File: src/rtl/keypad_encoder.sv
// 4x4 matrix keypad scanner: drives rows one-cold, debounces a single key press
// and release, and encodes the accepted key as a 4-bit hex code on x3..x0.
module keypad_encoder #(
    parameter int unsigned SCAN_DIV = 1000,
    parameter int unsigned DEBOUNCE = 500000,
    parameter int unsigned CNT_W    = 20
) (
    input  logic       clk,
    input  logic       resetn,
    input  logic [3:0] col_n,
    output logic [3:0] row_n,
    output logic       x3,
    output logic       x2,
    output logic       x1,
    output logic       x0,
    output logic       key_valid,
    output logic       key_held
);

    typedef enum logic [1:0] {
        ST_SCAN     = 2'd0,
        ST_DEBOUNCE = 2'd1,
        ST_PRESSED  = 2'd2
    } state_t;

    localparam logic [CNT_W-1:0] SCAN_LAST = CNT_W'(SCAN_DIV - 1);
    localparam logic [CNT_W-1:0] DEB_LAST  = CNT_W'(DEBOUNCE);

    state_t           state, state_nxt;
    logic [1:0]       row_idx, row_idx_nxt;
    logic [CNT_W-1:0] cnt, cnt_nxt, cnt_inc;
    logic [1:0]       cand_row, cand_row_nxt;
    logic [3:0]       cand_cols, cand_cols_nxt;
    logic [3:0]       code, code_nxt;
    logic             key_valid_nxt, key_held_nxt;
    logic [3:0]       col_meta, cols;
    logic [3:0]       low;
    logic             single;

    // Row/column position to keypad legend "1 2 3 A / 4 5 6 B / 7 8 9 C / * 0 # D".
    function automatic logic [3:0] key_code(input logic [1:0] r, input logic [3:0] cc);
        logic [1:0] c;
        logic [3:0] res;
        if (!cc[0])      c = 2'd0;
        else if (!cc[1]) c = 2'd1;
        else if (!cc[2]) c = 2'd2;
        else             c = 2'd3;
        case ({r, c})
            4'h0: res = 4'h1;  4'h1: res = 4'h2;  4'h2: res = 4'h3;  4'h3: res = 4'hA;
            4'h4: res = 4'h4;  4'h5: res = 4'h5;  4'h6: res = 4'h6;  4'h7: res = 4'hB;
            4'h8: res = 4'h7;  4'h9: res = 4'h8;  4'hA: res = 4'h9;  4'hB: res = 4'hC;
            4'hC: res = 4'hE;  4'hD: res = 4'h0;  4'hE: res = 4'hF;  default: res = 4'hD;
        endcase
        return res;
    endfunction

    // Two-flop synchronizer; idle columns read high.
    always_ff @(posedge clk or negedge resetn) begin
        if (!resetn) begin
            col_meta <= 4'b1111;
            cols     <= 4'b1111;
        end else begin
            col_meta <= col_n;
            cols     <= col_meta;
        end
    end

    // Exactly one low column counts as a key; anything else is ignored.
    assign low     = ~cols;
    assign single  = (low != 4'b0000) && ((low & (low - 4'd1)) == 4'b0000);
    assign cnt_inc = cnt + CNT_W'(1);

    always_ff @(posedge clk or negedge resetn) begin
        if (!resetn) begin
            state     <= ST_SCAN;
            row_idx   <= 2'd0;
            cnt       <= '0;
            cand_row  <= 2'd0;
            cand_cols <= 4'b1111;
            code      <= 4'h0;
            key_valid <= 1'b0;
            key_held  <= 1'b0;
            row_n     <= 4'b1110;
        end else begin
            state     <= state_nxt;
            row_idx   <= row_idx_nxt;
            cnt       <= cnt_nxt;
            cand_row  <= cand_row_nxt;
            cand_cols <= cand_cols_nxt;
            code      <= code_nxt;
            key_valid <= key_valid_nxt;
            key_held  <= key_held_nxt;
            row_n     <= ~(4'b0001 << row_idx_nxt);
        end
    end

    always_comb begin
        state_nxt     = state;
        row_idx_nxt   = row_idx;
        cnt_nxt       = cnt;
        cand_row_nxt  = cand_row;
        cand_cols_nxt = cand_cols;
        code_nxt      = code;
        key_valid_nxt = 1'b0;
        key_held_nxt  = key_held;
        case (state)
            ST_SCAN: begin
                if (cnt == SCAN_LAST) begin
                    cnt_nxt = '0;
                    if (single) begin
                        cand_row_nxt  = row_idx;
                        cand_cols_nxt = cols;
                        state_nxt     = ST_DEBOUNCE;
                    end else begin
                        row_idx_nxt = row_idx + 2'd1;
                    end
                end else begin
                    cnt_nxt = cnt_inc;
                end
            end
            ST_DEBOUNCE: begin
                if (cols != cand_cols) begin
                    cnt_nxt     = '0;
                    row_idx_nxt = row_idx + 2'd1;
                    state_nxt   = ST_SCAN;
                end else if (cnt_inc == DEB_LAST) begin
                    code_nxt      = key_code(cand_row, cand_cols);
                    key_valid_nxt = 1'b1;
                    key_held_nxt  = 1'b1;
                    cnt_nxt       = '0;
                    state_nxt     = ST_PRESSED;
                end else begin
                    cnt_nxt = cnt_inc;
                end
            end
            ST_PRESSED: begin
                // Only a full-width all-high run of DEBOUNCE cycles ends the press.
                if (cols != 4'b1111) begin
                    cnt_nxt = '0;
                end else if (cnt_inc == DEB_LAST) begin
                    key_held_nxt = 1'b0;
                    row_idx_nxt  = row_idx + 2'd1;
                    cnt_nxt      = '0;
                    state_nxt    = ST_SCAN;
                end else begin
                    cnt_nxt = cnt_inc;
                end
            end
            default: begin
                state_nxt = ST_SCAN;
                cnt_nxt   = '0;
            end
        endcase
    end

    assign {x3, x2, x1, x0} = code;

endmodule

File: config.mk
export PLATFORM = sky130hd
export DESIGN_NAME = keypad_encoder
export DESIGN_NICKNAME = d
export VERILOG_FILES = /design/src/rtl/keypad_encoder.sv
export SDC_FILE = /design/constraint.sdc
export NUM_CORES = 1
export LEC_CHECK = 0
export ABC_AREA = 0
export BUFFER_PORTS_ARGS = -buffer_cell sky130_fd_sc_hd__buf_4
export CORE_MARGIN = 4
export CORE_UTILIZATION = 50
export CTS_BUF_LIST = sky130_fd_sc_hd__clkbuf_4
export DETAILED_ROUTE_END_ITERATION = 10
export PLACE_DENSITY = 0.68
export SLEW_MARGIN = 40
export SYNTH_ARGS = -nofsm -noshare
export SYNTH_HDL_FRONTEND = slang
export SYNTH_SLANG_ARGS = --single-unit
File: constraint.sdc
create_clock -name clk -period 3.35 [get_ports clk]
set_input_delay 0.335 -clock clk [delete_from_list [all_inputs] [get_ports clk]]
set_output_delay 0.335 -clock clk [all_outputs]
set_load 0.05 [all_outputs]
==> results of run 1 <==
[metrics by stage]
stage	hold slack, ns	instance area (um2)	power (mW)
3_3_place_gp	0.345	2810	0.626
4_1_cts	0.0382	2920	1.06
5_1_grt	0.0105	2920	1.09
6_report	0.0594	2920	1.04
2_1_floorplan	0.0394	2670	0.610
3_5_place_dp	0.347	2810	0.627
[critical path, cell delays in order (launching register included)]
cell	delay (ns)
dfrtp_1	0.44
ha_1	0.26
nand3_1	0.18
nor4_1	0.44
xnor2_1	0.22
nor4_4	0.39
nand4b_4	0.20
nor3_4	0.32
mux2_1	0.36
[area by class of cell]
type | count | area (um2) | area share (%)
clock buffers | 5 | 37.5 | 1.28
clock inverters | 3 | 68.8 | 2.35
inverters | 7 | 26.3 | 0.899
repair buffers | 18 | 138 | 4.71
multi-input cells | 196 | 1350 | 46.0
flip-flops and latches | 48 | 1220 | 41.7
well taps | 70 | 87.6 | 3.00
[registers in the layout (all words and copies together) (netlist names)]
register	count
row_n	4
row_idx	2
key_valid	1
code	4
cand_row	2
col_meta	4
cnt	20
cols	4
key_held	1
state	2
cand_cols	4
[layout by cell type, fill, tap and decap left out, types with 3 or more instances in the layout]
| cell | count |
|---|---|
| o21ai_0 | 3 |
| nor3b_1 | 3 |
| nand2_1 | 20 |
| o21ai_1 | 4 |
| nor2b_1 | 6 |
| dfstp_2 | 15 |
| a21oi_1 | 7 |
| a21o_1 | 3 |
| buf_4 | 17 |
| nor3_1 | 6 |
| clkbuf_4 | 5 |
| nand4_1 | 7 |
| inv_1 | 6 |
| mux2_2 | 7 |
| ha_1 | 6 |
| nand3_1 | 15 |
| mux2_1 | 3 |
| nor4_1 | 8 |
| nor2_1 | 36 |
| xor2_1 | 13 |
| dfrtp_1 | 33 |
| xnor2_1 | 14 |
[final timing paths]
| kind | cells after the start | to | slack [ns] |
|---|---|---|---|
| max in group asynchronous | 2 | cnt[9] | 2.44 |
| worst min-delay path | 1 | col_meta[3] | 0.06 |
| worst max register to register | 8 | code[0] | 0.44 |
| worst max-delay path | 8 | code[0] | 0.44 |
| min in group asynchronous | 2 | code[2] | 0.49 |
| worst min register to register | 0 | cols[1] | 0.37 |
[what timing repair did]
action,CTS,global route
buffers inserted,0,0
hold buffers,1,0
hold endpoints to repair,33,0
[metal layers]
layer | global-route usage (%) | share of wire, % | vias up
li1 | - | - | 941
met1 | 24.3 | 50 | 895
met2 | 24.4 | 44 | 46
met3 | 3.66 | 4.3 | 11
met4 | 7.09 | 2.3 | 0
met5 | 0 | 0 | -
[Yosys cell counts (all sizes together), types with 2 or more instances]
library cell / n
a21o: 3
a21oi: 7
a22o: 2
and3: 2
and3b: 2
buf: 11
clkbuf: 5
dfrtp: 33
dfstp: 15
ha: 6
inv: 7
mux2: 10
mux2i: 2
nand2: 20
nand2b: 2
nand3: 15
nand4: 9
nor2: 36
nor2b: 6
nor3: 8
nor3b: 3
nor4: 10
nor4b: 2
o211a: 2
o21ai: 7
or2: 3
or3: 2
xnor2: 14
xor2: 13
[where the power goes]
part	switching, mW	internal [mW]	leakage, nW	total (mW)
Clock	0.192	0.235	0.0558	0.426
Sequential	0.00485	0.589	0.604	0.594
Combinational	0.0146	0.00805	0.653	0.0226
Total	0.211	0.832	1.31	1.04
[logic make-up after synthesis]
| kind of cell | after synthesis | share of synthesized area, % |
|---|---|---|
| multiplexers | 12 | 4.97 |
| adder cells (fa/ha/maj) | 6 | 2.82 |
| AND/OR/NAND/NOR | 124 | 27.1 |
| XOR/XNOR | 27 | 8.87 |
| flip-flops | 48 | 45.8 |
| AO/OA/AOI/OAI | 27 | 6.76 |
| buffers and inverters | 23 | 3.75 |
==> flow_metrics.env, run 1 <==
export IMPL_status="finished clean"
export IMPL_rsz0062_at_grt="false"
export IMPL_antenna_found_initial=0
export IMPL_core_area_um2=5140
export IMPL_worstSetupStartpoint="cnt[0]"
export IMPL_startpoint_type="register"
export IMPL_cts_tree="yes"
export IMPL_async_flop_share_pct=100
export IMPL_fp_dieW_um=81.0
export IMPL_worstMarginPinSlew_ns=0.669
export IMPL_vias_per_cell=5.46
export IMPL_yosys_warnings=0
export IMPL_worstPathRequired_ns=3.61
export IMPL_wirelength_um=4820
export IMPL_cts_root_buf="clkbuf_4"
export IMPL_synth_top_area_share_pct=31.0
export IMPL_r2r_start="cnt[0]"
export IMPL_ys_flop_type="dfrtp_1"
export IMPL_post_route_util_pct=56.9
export IMPL_synthTopCellsByArea="dfrtp_1, dfstp_2, nor2_1"
export IMPL_grt_pass1_vias=1791
export IMPL_final_max_slew_viol_count=0
export IMPL_setup_violations_final=0
export IMPL_post_route_period_util_pct=86.8
export IMPL_grt_overflow=0
export IMPL_cts_buffers=5
export IMPL_ir_worst_vdd_uv=279
export IMPL_first_pass_iters=4
export IMPL_drt_first_iter_violations=96
export IMPL_p_leak_nw=1.31
export IMPL_syn2layout_area_growth_pct=9.67
export IMPL_maxCapViolations=0
export IMPL_h_tree_depth=2
export IMPL_ios=16
export IMPL_synth_nets=279
export IMPL_grt_max_degree=49
export IMPL_cts_sinks=48
export IMPL_end_kind="register"
export IMPL_fmax_mhz=344
export IMPL_power_density_nw_per_um2=357
export IMPL_placed_cells=338
export IMPL_period_needed_ns=2.91
export IMPL_critPathMaxFanout=7
export IMPL_synth_top_cell_by_area="dfrtp_1"
export IMPL_ys_ff_latch=48
export IMPL_finalWorstSetupSlack_ns=0.441
export IMPL_clk_pin_slew_worst_paths_ns=0.15
export IMPL_syn_inst=267
export IMPL_synth_edff_count=0
export IMPL_drive_gt1_share_pct=20.6
export IMPL_wire_per_inst_um=13.9
export IMPL_start_util_pct=51.9
export IMPL_setup_tns_ns=0
export IMPL_gp_congestion=0.935
export IMPL_synth_avg_cell_area_um2=9.99
export IMPL_finalHoldViolCount=0
export IMPL_die_y_um=81.0
export IMPL_portBuffers=15
export IMPL_cts_max_path_buffers=2
export IMPL_ys_seq_area_share_pct=45.8
export IMPL_ant_nets=0
export IMPL_final_cells=347
export IMPL_ys_types=48
export IMPL_postCtsResizedCells=0
export IMPL_hold_path_class="input port to register"
export IMPL_maxSlewHeadroom_pct=55.0
export IMPL_place_ws_ns=0.557
export IMPL_diodes=0
export IMPL_nets=288
export IMPL_drc=0
export IMPL_grt_pass1_wl_um=8630
export IMPL_finClkSkew_ns=0.0208
export IMPL_row_count=26
export IMPL_hold_start="col_n[3]"
export IMPL_filler_cell_count=463
export IMPL_groute_usage_overall_pct=16.9
export IMPL_worst_skew_pair_late_latency_ns=0.36
export IMPL_crit_arrival_ns=3.17
export IMPL_netlist_area_um2=2670
export IMPL_hpwl_um=3420
export IMPL_dieArea_um2=6570
export IMPL_route_vias_total=1893
export IMPL_path_class="register to register"
No activity file was read; power rests on OpenSTA's default activity.
==> inputs of run 2 (changes only) <==
- GPL_TIMING_DRIVEN: not set -> 0
==> flow_metrics.env, run 2 (same netlist as run 1, synthesis figures left out) <==
export IMPL_status="finished clean"
export IMPL_core_area_um2=5140
export IMPL_dieArea_um2=6570
export IMPL_grt_pass1_wl_um=8290
export IMPL_vias_per_cell=5.33
export IMPL_antenna_found_initial=0
export IMPL_portBuffers=15
export IMPL_worst_skew_pair_late_latency_ns=0.37
export IMPL_fmax_mhz=351
export IMPL_final_common_cell="nor2_1"
export IMPL_maxCapViolations=0
export IMPL_top_register="cnt"
export IMPL_rsz0062_at_grt="false"
export IMPL_drc=0
export IMPL_crit_arrival_ns=3.11
export IMPL_mostFrequentLayoutCells="nor2_1, dfrtp_1, nand2_1"
export IMPL_critPathMaxFanout=10
export IMPL_path_class="register to register"
export IMPL_period_needed_ns=2.85
export IMPL_start_util_pct=51.9
export IMPL_ant_nets=0
export IMPL_nets=302
export IMPL_final_max_slew_viol_count=0
export IMPL_path_cells="ha_1, nand3_1, nor4_1, xnor2_1, nor4_4, nand4b_4, o21a_1, a21oi_1, buf_2, nor2_1"
export IMPL_row_count=26
export IMPL_post_route_util_pct=57.5
export IMPL_finClkSkew_ns=0.0147
export IMPL_maxSlewHeadroom_pct=58.1
export IMPL_largest_register_ffs=20
export IMPL_placed_cell_area_um2=2870
export IMPL_cts_buffers=5
export IMPL_groute_usage_overall_pct=16.5
export IMPL_route_vias_total=1925
export IMPL_setup_tns_ns=0
export IMPL_fp_dieW_um=81.0
export IMPL_ios=16
export IMPL_die_y_um=81.0
export IMPL_drt_first_iter_violations=77
export IMPL_setup_violations_final=0
export IMPL_wirelength_um=4880
export IMPL_hpwl_um=3530
export IMPL_cts_tree="yes"
export IMPL_grt_max_degree=49
export IMPL_max_stage_delay_ns=0.43
export IMPL_cts_max_path_buffers=2
export IMPL_end_kind="register"
export IMPL_grt_overflow=0
export IMPL_drive_gt1_share_pct=22.3
export IMPL_place_ws_ns=0.497
export IMPL_clk_pin_slew_worst_paths_ns=0.14
export IMPL_cts_root_buf="clkbuf_4"
export IMPL_finalInstanceArea_um2=2960
export IMPL_worstPathRequired_ns=3.61
export IMPL_gp_congestion=0.880
export IMPL_finalHoldViolCount=0
export IMPL_h_tree_depth=2
export IMPL_cts_sinks=48
export IMPL_power_density_nw_per_um2=324
export IMPL_ir_worst_vdd_uv=264
export IMPL_wire_per_inst_um=13.5
export IMPL_worstMarginPinSlew_ns=0.622
export IMPL_syn2layout_area_growth_pct=10.9
export IMPL_grt_pass1_vias=1724
export IMPL_first_pass_iters=4
export IMPL_p_leak_nw=1.35
export IMPL_crit_path_top_delay_cell="dfrtp_1"
export IMPL_diodes=0
export IMPL_finalWorstSetupSlack_ns=0.500
export IMPL_startpoint_type="register"
export IMPL_post_route_period_util_pct=85.1
export IMPL_hold_path_class="input port to register"
run 2: path summary, 6_finish.rpt:
kind,end,start,slack (ns),cells past startpoint
min in group asynchronous,code[3],resetn,0.48,2
min,col_meta[3],col_n[3],0.05,1
min reg2reg,cols[1],col_meta[1],0.37,0
max in group asynchronous,cnt[14],resetn,2.45,2
max,cnt[4],cnt[0],0.50,10
max reg2reg,cnt[4],cnt[0],0.50,10
run 2: per-stage QoR:
stage                     instances  power [mW]  hold WS, ns
after global placement          352       0.627        0.346
after floorplan                 267       0.610       0.0394
after detailed placement        352       0.627        0.347
after CTS                       361       0.969       0.0350
final                           361       0.959       0.0476
after global routing            361       0.998       0.0180
run 2: report_power, final:
group | switching (mW) | total [mW] | internal [mW]
clock network | 0.185 | 0.341 | 0.156
registers | 0.00300 | 0.592 | 0.589
logic | 0.0169 | 0.0254 | 0.00850
total | 0.205 | 0.959 | 0.753
run 2: critical path: cells and delay by family, from the launching register on:
family                   cells  cell delay, ns
AND/OR/NAND/NOR              5            1.25
flip-flops                   1            0.43
AO/OA/AOI/OAI                2            0.31
buffers and inverters        1            0.28
adder cells (fa/ha/maj)      1            0.26
XOR/XNOR                     1            0.21
run 2: area by class of cell:
class / count / area [um2]
inverters: 7 / 26.3
plain buffers: 16 / 73.8
clock buffers: 5 / 37.5
clock inverters: 3 / 42.5
multi-input cells: 196 / 1350
well taps: 70 / 87.6
repair buffers: 16 / 123
flip-flops and latches: 48 / 1220
fillers: 481 / 2180
run 2: timing repair:
action                    in CTS  in global routing
resized for setup              0                  0
buffers inserted               0                  0
hold endpoints to repair      33                  0
hold buffers                   1                  0
run 2: layer usage:
layer  global-route usage [%]  share of wire (%)
met5                        0                  0
met4                     7.09                1.9
met3                     2.99                4.1
met2                     23.6                 45
met1                     24.4                 49
